--- config.mk ---
export PLATFORM = sky130hd
export DESIGN_NAME = mem4x4_writer
export DESIGN_NICKNAME = d
export VERILOG_FILES = /design/src/rtl/mem4x4_writer.sv
export SDC_FILE = /design/constraint.sdc
export NUM_CORES = 1
export LEC_CHECK = 0
export CAP_MARGIN = 15
export CELL_PAD_IN_SITES_DETAIL_PLACEMENT = 0
export CELL_PAD_IN_SITES_GLOBAL_PLACEMENT = 1
export CORE_MARGIN = 2
export CORE_UTILIZATION = 35
export DETAILED_ROUTE_END_ITERATION = 16
export PLACE_DENSITY_LB_ADDON = 0.15
export SYNTH_ARGS = -nofsm -noshare
export SYNTH_HDL_FRONTEND = slang
export SYNTH_SLANG_ARGS = --single-unit
--- constraint.sdc ---
create_clock -name clk -period 1.5 [get_ports clk]
set_input_delay 0.3 -clock clk [delete_from_list [all_inputs] [get_ports clk]]
set_output_delay 0.3 -clock clk [all_outputs]
set_load 0.005 [all_outputs]
--- src/rtl/mem4x4_writer.sv ---
// Programs a small RAM from a latched image, reads it back and checks it.
// Reports pass and the first mismatching address on a one-cycle done pulse.
module mem4x4_writer #(
  parameter int ADDR_W   = 2,
  parameter int DATA_W   = 4,
  parameter int READ_LAT = 1
) (
  input  logic                           clk,
  input  logic                           reset,
  input  logic                           start,
  input  logic [(2**ADDR_W)*DATA_W-1:0]  load_word,
  output logic                           busy,
  output logic                           done,
  output logic                           pass,
  output logic [ADDR_W-1:0]              err_addr,
  output logic                           we,
  output logic [ADDR_W-1:0]              waddr,
  output logic [DATA_W-1:0]              wdata,
  output logic                           en,
  output logic [ADDR_W-1:0]              addr,
  input  logic [DATA_W-1:0]              data
);

  localparam int DEPTH = 2**ADDR_W;
  localparam int CW    = (READ_LAT > 1) ? $clog2(READ_LAT) : 1;

  typedef enum logic [2:0] {
    IDLE, WRITE, READ, DRAIN, DONE
  } state_e;

  state_e state_q, state_d;

  logic [DEPTH-1:0][DATA_W-1:0] image_q, image_d;
  logic [ADDR_W-1:0] idx_q, idx_d;
  logic [CW-1:0]     drn_q, drn_d;
  logic              err_q, err_d;

  logic [READ_LAT-1:0]             pv_q, pv_d;
  logic [READ_LAT-1:0][ADDR_W-1:0] pa_q, pa_d;
  logic [READ_LAT-1:0][DATA_W-1:0] pe_q, pe_d;

  logic              busy_q, busy_d;
  logic              done_q, done_d;
  logic              pass_q, pass_d;
  logic [ADDR_W-1:0] err_addr_q, err_addr_d;
  logic              we_q, we_d;
  logic [ADDR_W-1:0] waddr_q, waddr_d;
  logic [DATA_W-1:0] wdata_q, wdata_d;
  logic              en_q, en_d;
  logic [ADDR_W-1:0] addr_q, addr_d;

  always_comb begin
    state_d    = state_q;
    image_d    = image_q;
    idx_d      = idx_q;
    drn_d      = drn_q;
    err_d      = err_q;
    busy_d     = busy_q;
    done_d     = 1'b0;
    pass_d     = pass_q;
    err_addr_d = err_addr_q;
    we_d       = we_q;
    waddr_d    = waddr_q;
    wdata_d    = wdata_q;
    en_d       = en_q;
    addr_d     = addr_q;

    // Each issued read travels with its address and expected word
    pv_d[0] = en_q;
    pa_d[0] = addr_q;
    pe_d[0] = image_q[addr_q];
    for (int i = 1; i < READ_LAT; i++) begin
      pv_d[i] = pv_q[i-1];
      pa_d[i] = pa_q[i-1];
      pe_d[i] = pe_q[i-1];
    end

    if (pv_q[READ_LAT-1] && !err_q &&
        data != pe_q[READ_LAT-1]) begin
      err_d      = 1'b1;
      err_addr_d = pa_q[READ_LAT-1];
    end

    unique case (state_q)
      IDLE: begin
        if (start) begin
          state_d    = WRITE;
          image_d    = load_word;
          err_d      = 1'b0;
          err_addr_d = '0;
          pass_d     = 1'b0;
          idx_d      = '0;
          busy_d     = 1'b1;
          we_d       = 1'b1;
          waddr_d    = '0;
          wdata_d    = load_word[DATA_W-1:0];
        end
      end
      WRITE: begin
        if (idx_q == ADDR_W'(DEPTH-1)) begin
          state_d = READ;
          idx_d   = '0;
          we_d    = 1'b0;
          en_d    = 1'b1;
          addr_d  = '0;
        end else begin
          idx_d   = idx_q + 1'b1;
          waddr_d = idx_q + 1'b1;
          wdata_d = image_q[idx_q + 1'b1];
        end
      end
      READ: begin
        if (idx_q == ADDR_W'(DEPTH-1)) begin
          state_d = DRAIN;
          idx_d   = '0;
          en_d    = 1'b0;
          drn_d   = '0;
        end else begin
          idx_d  = idx_q + 1'b1;
          addr_d = idx_q + 1'b1;
        end
      end
      DRAIN: begin
        if (drn_q == CW'(READ_LAT-1)) begin
          state_d = DONE;
          done_d  = 1'b1;
          busy_d  = 1'b0;
          pass_d  = ~err_d;
        end else begin
          drn_d = drn_q + 1'b1;
        end
      end
      DONE: begin
        state_d = IDLE;
      end
      default: begin
        state_d = IDLE;
      end
    endcase
  end

  always_ff @(posedge clk) begin
    if (reset) begin
      state_q    <= IDLE;
      image_q    <= '0;
      idx_q      <= '0;
      drn_q      <= '0;
      err_q      <= 1'b0;
      pv_q       <= '0;
      pa_q       <= '0;
      pe_q       <= '0;
      busy_q     <= 1'b0;
      done_q     <= 1'b0;
      pass_q     <= 1'b0;
      err_addr_q <= '0;
      we_q       <= 1'b0;
      waddr_q    <= '0;
      wdata_q    <= '0;
      en_q       <= 1'b0;
      addr_q     <= '0;
    end else begin
      state_q    <= state_d;
      image_q    <= image_d;
      idx_q      <= idx_d;
      drn_q      <= drn_d;
      err_q      <= err_d;
      pv_q       <= pv_d;
      pa_q       <= pa_d;
      pe_q       <= pe_d;
      busy_q     <= busy_d;
      done_q     <= done_d;
      pass_q     <= pass_d;
      err_addr_q <= err_addr_d;
      we_q       <= we_d;
      waddr_q    <= waddr_d;
      wdata_q    <= wdata_d;
      en_q       <= en_d;
      addr_q     <= addr_d;
    end
  end

  assign busy     = busy_q;
  assign done     = done_q;
  assign pass     = pass_q;
  assign err_addr = err_addr_q;
  assign we       = we_q;
  assign waddr    = waddr_q;
  assign wdata    = wdata_q;
  assign en       = en_q;
  assign addr     = addr_q;

endmodule

# Word-level counts from Yosys, hierarchy flattened
# Cells that the tools add are included.
# Widths: inputs -> output; s select.
totals:
  output_inout_bits: 15
  in_bits: 23
  regBits: 45
op_classes:
  mux: 38
  bitwise: 2
  order_cmp: 2
  addsub: 2
  n_eq_ne: 11
  n_reduce_logical: 20
ops:
  columns: ["cell", "count"]
  rows:
  - ["$bmux 4 s2", 2]
  - ["$mux 4", 4]
  - ["$reduce_and 3->1", 5]
  - ["$mux 2", 7]
  - ["$mux 3", 4]
  - ["$ne 2x2->1 const B", 6]
  - ["$pmux 2 s2", 3]
  - ["$pmux 3 s4", 1]
  - ["$mux 1", 11]
  - ["$pmux 1 s2", 5]
  - ["$reduce_bool 2->1", 5]
  - ["$pmux 4 s2", 1]
  - ["$eq 3x2->1 const B", 2]
  - ["$lt 2x3->1 const B", 2]
  - ["$reduce_and 2->1", 3]
  - ["$ne 4x4->1", 1]
  - ["$reduce_and 4->1", 1]
  - ["$reduce_or 2->1", 2]
  - ["$eq 3x1->1 const B", 1]
  - ["$logic_not 3->1", 1]
  - ["$add 2x1->2 const B", 1]
  - ["$eq 2x2->1 const B", 1]
  - ["$logic_and 1x1->1", 2]
  - ["$not 1->1", 2]
  - ["2 further kinds", 2]

# Logic depth before layout (Yosys ltp)
logic_depth:
  ltp_word: 7
  depth_mapped: 6
  mapped_depth_nobuf: 4

# Least setup slack after synthesis
# No wires, ideal clock.
synth_timing:
  kind: "register to register"
  startpoint: "reg idx_q[1]"
  endpoint: "reg idx_q[0]"
  arrival_time_ps: 1477
  stages_incl_launch_ff: 7
  setup_ps: 77
  setup_slack_ps: -54
  path_buffers: 2
  period_less_slack_ps: 1554
  t_required_ps: 1423
  path_cell_list: "dfxtp_1 > ha_1 > buf_2 > or4b_1 > clkbuf_2 > nand2b_4 > a41oi_2"
synth_between:
  elab_chain_len: 3
synth_rtl:
  columns: ["item", "line", "text"]
  rows:
  - ["start: declaration", "34", "logic [ADDR_W-1:0] idx_q, idx_d;"]
  - ["start signal: assignment", "164", "idx_q <= idx_d;"]
  - ["$eq 2x2->1", "100, 113", null]
  - ["$mux 2", "100, 113", null]
  - ["$pmux 2 s2", "84", "unique case (state_q)"]
# No other way between the ends.
# A chain may end at the register's enable or synchronous reset.

# Final worst setup path
layout_timing:
  startpoint: "in data[1]"
  endpoint: "reg pass_q (netlist: pass)"
layout_between:
  elab_chain_len: 6
layout_rtl:
  columns: ["item", "line", "text"]
  rows:
  - ["start: declaration", "21", "input logic [DATA_W-1:0] data"]
  - ["$ne 4x4->1", "79", "data != pe_q[READ_LAT-1]) begin"]
  - ["$logic_and 1x1->1", "78", "if (pv_q[READ_LAT-1] && !err_q &&"]
  - ["$mux 1", "78", null]
  - ["$not 1->1", "128", "pass_d = ~err_d;"]
  - ["$mux 1", "124", "if (drn_q == CW'(READ_LAT-1)) begin"]
  - ["$pmux 1 s2", "84", null]
  - ["end signal: assignment", "172", "pass_q <= pass_d;"]
  - ["end: declaration", "44", "logic pass_q, pass_d;"]
# No other way between the ends. The select of a mux whose other input is x is not followed.

==> flow_metrics.py <==
metrics = {
    "floorplanning": {
        "die-width_um": 80.4,
        "die-area_um2": 6470,
        "core_rows": 27,
        "floorplan.die.height_um": 80.4,
        "ios": 38,
        "placeableCoreArea_um2": 5570,
        "initial_utilization": 0.367,
    },
    "critical_path": {
        "setup.worst_path.start": "data[1]",
        "setup.worst_path.end_class": "register",
        "max_stage_delay_ps": 450,
        "regToRegStartpoint": "idx_q[0]",
        "ff2ff_setup_slack_ps": 40,
        "cpMaxStageDelayCell": "sky130_fd_sc_hd__o41a_1",
        "rr_endpoint": "idx_q[0]",
        "crit_path_max_fanout": 2,
        "setup.worst_path.class": "in2reg",
        "worstPathArrival_ps": 1660,
        "worstPathCellList": "clkdlybuf4s50_1, xor2_1, o41a_1, a2111oi_1",
        "cp.required_ps": 1670,
        "ff2ff_path_depth": 5,
        "worstSetupStartpointType": "primary input",
    },
    "synth": {
        "synth-edff-count": 0,
        "yosysWarningCount": 0,
        "synth.distinct_cells": 41,
        "synth_flop_cell": "sky130_fd_sc_hd__dfxtp_1",
        "syn_area_um2": 2040,
        "postSynthAreaPerCell_um2": 9.29,
        "syn_nets": 244,
        "synthCells": 220,
        "fraction_of_the_yosys_area_taken_by_sequential_cells": 0.431,
        "postSynthRegisterBits": 44,
        "fraction_of_synthesis_flops_using_an_asynchronous_set_or_reset_pin": 0,
    },
    "sta": {
        "timing.clock.skew_ps": 6.00,
        "rsz0062_at_grt": "false",
        "min_period_over_period": 0.989,
        "timing.final.ws_setup_ps": 16.6,
        "report.final.slew_viol_count": 0,
        "timing_worst_slew_pin_value_ps": 317,
        "finalCriticalPeriod_ps": 1480,
        "timing.final.hold_violations": 0,
        "relSlewSlack": 0.788,
        "max_freq_mhz": 674,
        "setup_viol_count_final": 0,
    },
    "final_layout": {
        "layout.cells.most_common": "sky130_fd_sc_hd__nand2_1",
        "regArea_um2": 893,
        "diodes": 0,
        "area.growth.synth_to_final_pct": 34.0,
        "multi_input_comb_area_um2": 1070,
        "layout-drive-gt1-share": 0.232,
        "most-common-layout-cells": "sky130_fd_sc_hd__nand2_1, sky130_fd_sc_hd__dfxtp_1, sky130_fd_sc_hd__clkdlybuf4s50_1, sky130_fd_sc_hd__a21oi_1, sky130_fd_sc_hd__buf_4",
        "finalNonFillerCells": 344,
        "nFillCells": 551,
        "final_nets": 296,
    },
    "routing": {
        "detail_route.vias_per_cell": 4.88,
        "post_drt_wl_per_cell_um": 14.4,
        "initial_drc_count": 59,
        "routed_wl_um": 4970,
        "final_antenna_net_count": 0,
        "drt_pass1_iterations": 4,
        "routed-via-count": 1680,
        "drcViolationCount": 0,
    },
    "flow_run": {
        "max-cap-violations": 0,
    },
    "placement": {
        "final_hpwl_dp_um": 3430,
        "finalWeightedCongestion": 0.749,
        "placement.setup.worst_slack_ps": -288,
        "place.detailed.instances": 333,
        "numPortBuffers": 37,
    },
    "global_routing": {
        "global_route.overflow_total": 0,
        "vias_in_the_first_global_route": 1554,
        "grt_busiest_layer": "met2",
        "groute.usage.overall": 0.153,
        "initial_antenna_violation_count": 0,
        "global_route.usage.met1": 0.209,
        "grt_start_max_net_pins": 26,
        "grt_util_met2": 0.239,
        "grt_pass1_wl_um": 7570,
        "grt_util_met3": 0.0371,
    },
    "min_path": {
        "hold_path_end": "state_q[0]",
        "hold_path_startpoint": "start",
        "min_path_type": "in2reg",
        "whs_path_depth": 3,
    },
    "clock_tree": {
        "clock_latency_ps": 280,
        "number_of_buffers_inserted_during_clock_tree_synthesis": 5,
        "cts.htree.levels": 2,
        "clk_transition_reported_paths_ps": 80,
        "cts_sinks": 44,
        "tritoncts": "built",
        "clock-root-buffer": "sky130_fd_sc_hd__clkbuf_8",
        "cts_buffer_depth": 2,
        "cts-hold-fix-buffers": 0,
    },
    "power": {
        "power.leakage_nw": 1.08,
        "ir_drop_worst_case_vdd_mv": 0.666,
        "power_density_nw_per_um2": 844,
        "design_power_total_mw": 2.31,
    },
    "run_status": {
        "outcome": "finished, final reports clean",
    },
}
sequential cells by signal, summed over array words and instances, names as in the netlist:
signal / cells
err_q: 1
pass: 1
wdata: 4
idx_q: 2
done: 1
busy: 1
addr: 2
image_q: 16
pa_q: 2
waddr: 2
state_q: 3
we: 1
en: 1
pe_q: 4
err_addr: 2
pv_q: 1
stage by stage:
stage	util	instance area, µm²	hold slack [ps]	setup TNS (ps)
floorplan	-	2070	420	-70.7
global placement	0.462	2580	440	-7040
detailed placement	0.462	2580	441	-7030
CTS	0.478	2670	453	0
global route	0.491	2740	400	0
finish	0.491	2740	363	0
cells in the mapped netlist (all sizes together), types with 2 or more instances:
| cell type | instances | area, µm² |
|---|---|---|
| a211oi | 2 | 15.0 |
| a21oi | 25 | 129 |
| a31oi | 2 | 12.5 |
| and2 | 4 | 25.0 |
| buf | 9 | 76.3 |
| clkbuf | 10 | 38.8 |
| dfxtp | 44 | 881 |
| inv | 5 | 18.8 |
| mux2i | 6 | 60.1 |
| mux4 | 8 | 180 |
| nand2 | 38 | 143 |
| nand3 | 5 | 25.0 |
| nand3b | 2 | 15.0 |
| nor2 | 14 | 52.6 |
| nor2b | 7 | 43.8 |
| nor3 | 5 | 25.0 |
| nor3b | 2 | 15.0 |
| nor4 | 4 | 25.0 |
| nor4b | 3 | 41.3 |
| o21a | 2 | 15.0 |
| o21ai | 3 | 15.0 |
| or3b | 2 | 17.5 |
| or4b | 2 | 23.8 |
| xor2 | 4 | 35.0 |
cell type report:
cell class	count	share of cell area
Clock inverter	1	0.00183
Multi-Input combinational cell	153	0.392
Timing Repair Buffer	63	0.213
Tap cell	72	0.0329
Clock buffer	6	0.0265
Inverter	5	0.00685
Sequential cell	44	0.326
cell families (layout without fill, tap and decap cells):
family                     after synthesis  count (layout)  share of synthesized area
and+or+nand+nor                         91              92                      0.234
DFF                                     44              44                      0.431
muxes                                   14              14                      0.118
AOI/OAI and AO/OA                       42              42                      0.129
adders and majority gates                1               1                    0.00612
xor gates and xnor gates                 4               4                     0.0171
buffers and inverters                   24              75                     0.0655
what timing repair did:
action / CTS / global route
buffers inserted: 0 / 3
gates resized for setup: 6 / 13
pin swaps: 0 / 1
cloned: 0 / 1
setup endpoints to repair: 4 / 27
metal layers:
layer | up-vias | routed length (µm)
met4 | 0 | 28
met2 | 32 | 2270
met3 | 2 | 195
met5 | - | 0
met1 | 776 | 2470
li1 | 870 | -
report_power, final:
group | leakage [nW] | internal (mW) | switching [mW]
Combinational | 0.676 | 0.214 | 0.167
Clock | 0.0410 | 0.317 | 0.360
Sequential | 0.363 | 1.22 | 0.0357
critical path, delay by kind of cell:
family / cells / cell delay, ps
AOI/OAI and AO/OA: 2 / 790
xor gates and xnor gates: 1 / 160
buffers and inverters: 1 / 410
how the worst max path moves through the flow:
stage,end,cells after the start
floorplan,idx_q[0],6
global placement,err_addr[1],4
detailed placement,err_addr[1],4
CTS,addr[1],1
global route,err_addr[0],1
finish,pass,4
No activity file was read; power rests on OpenSTA's default activity.
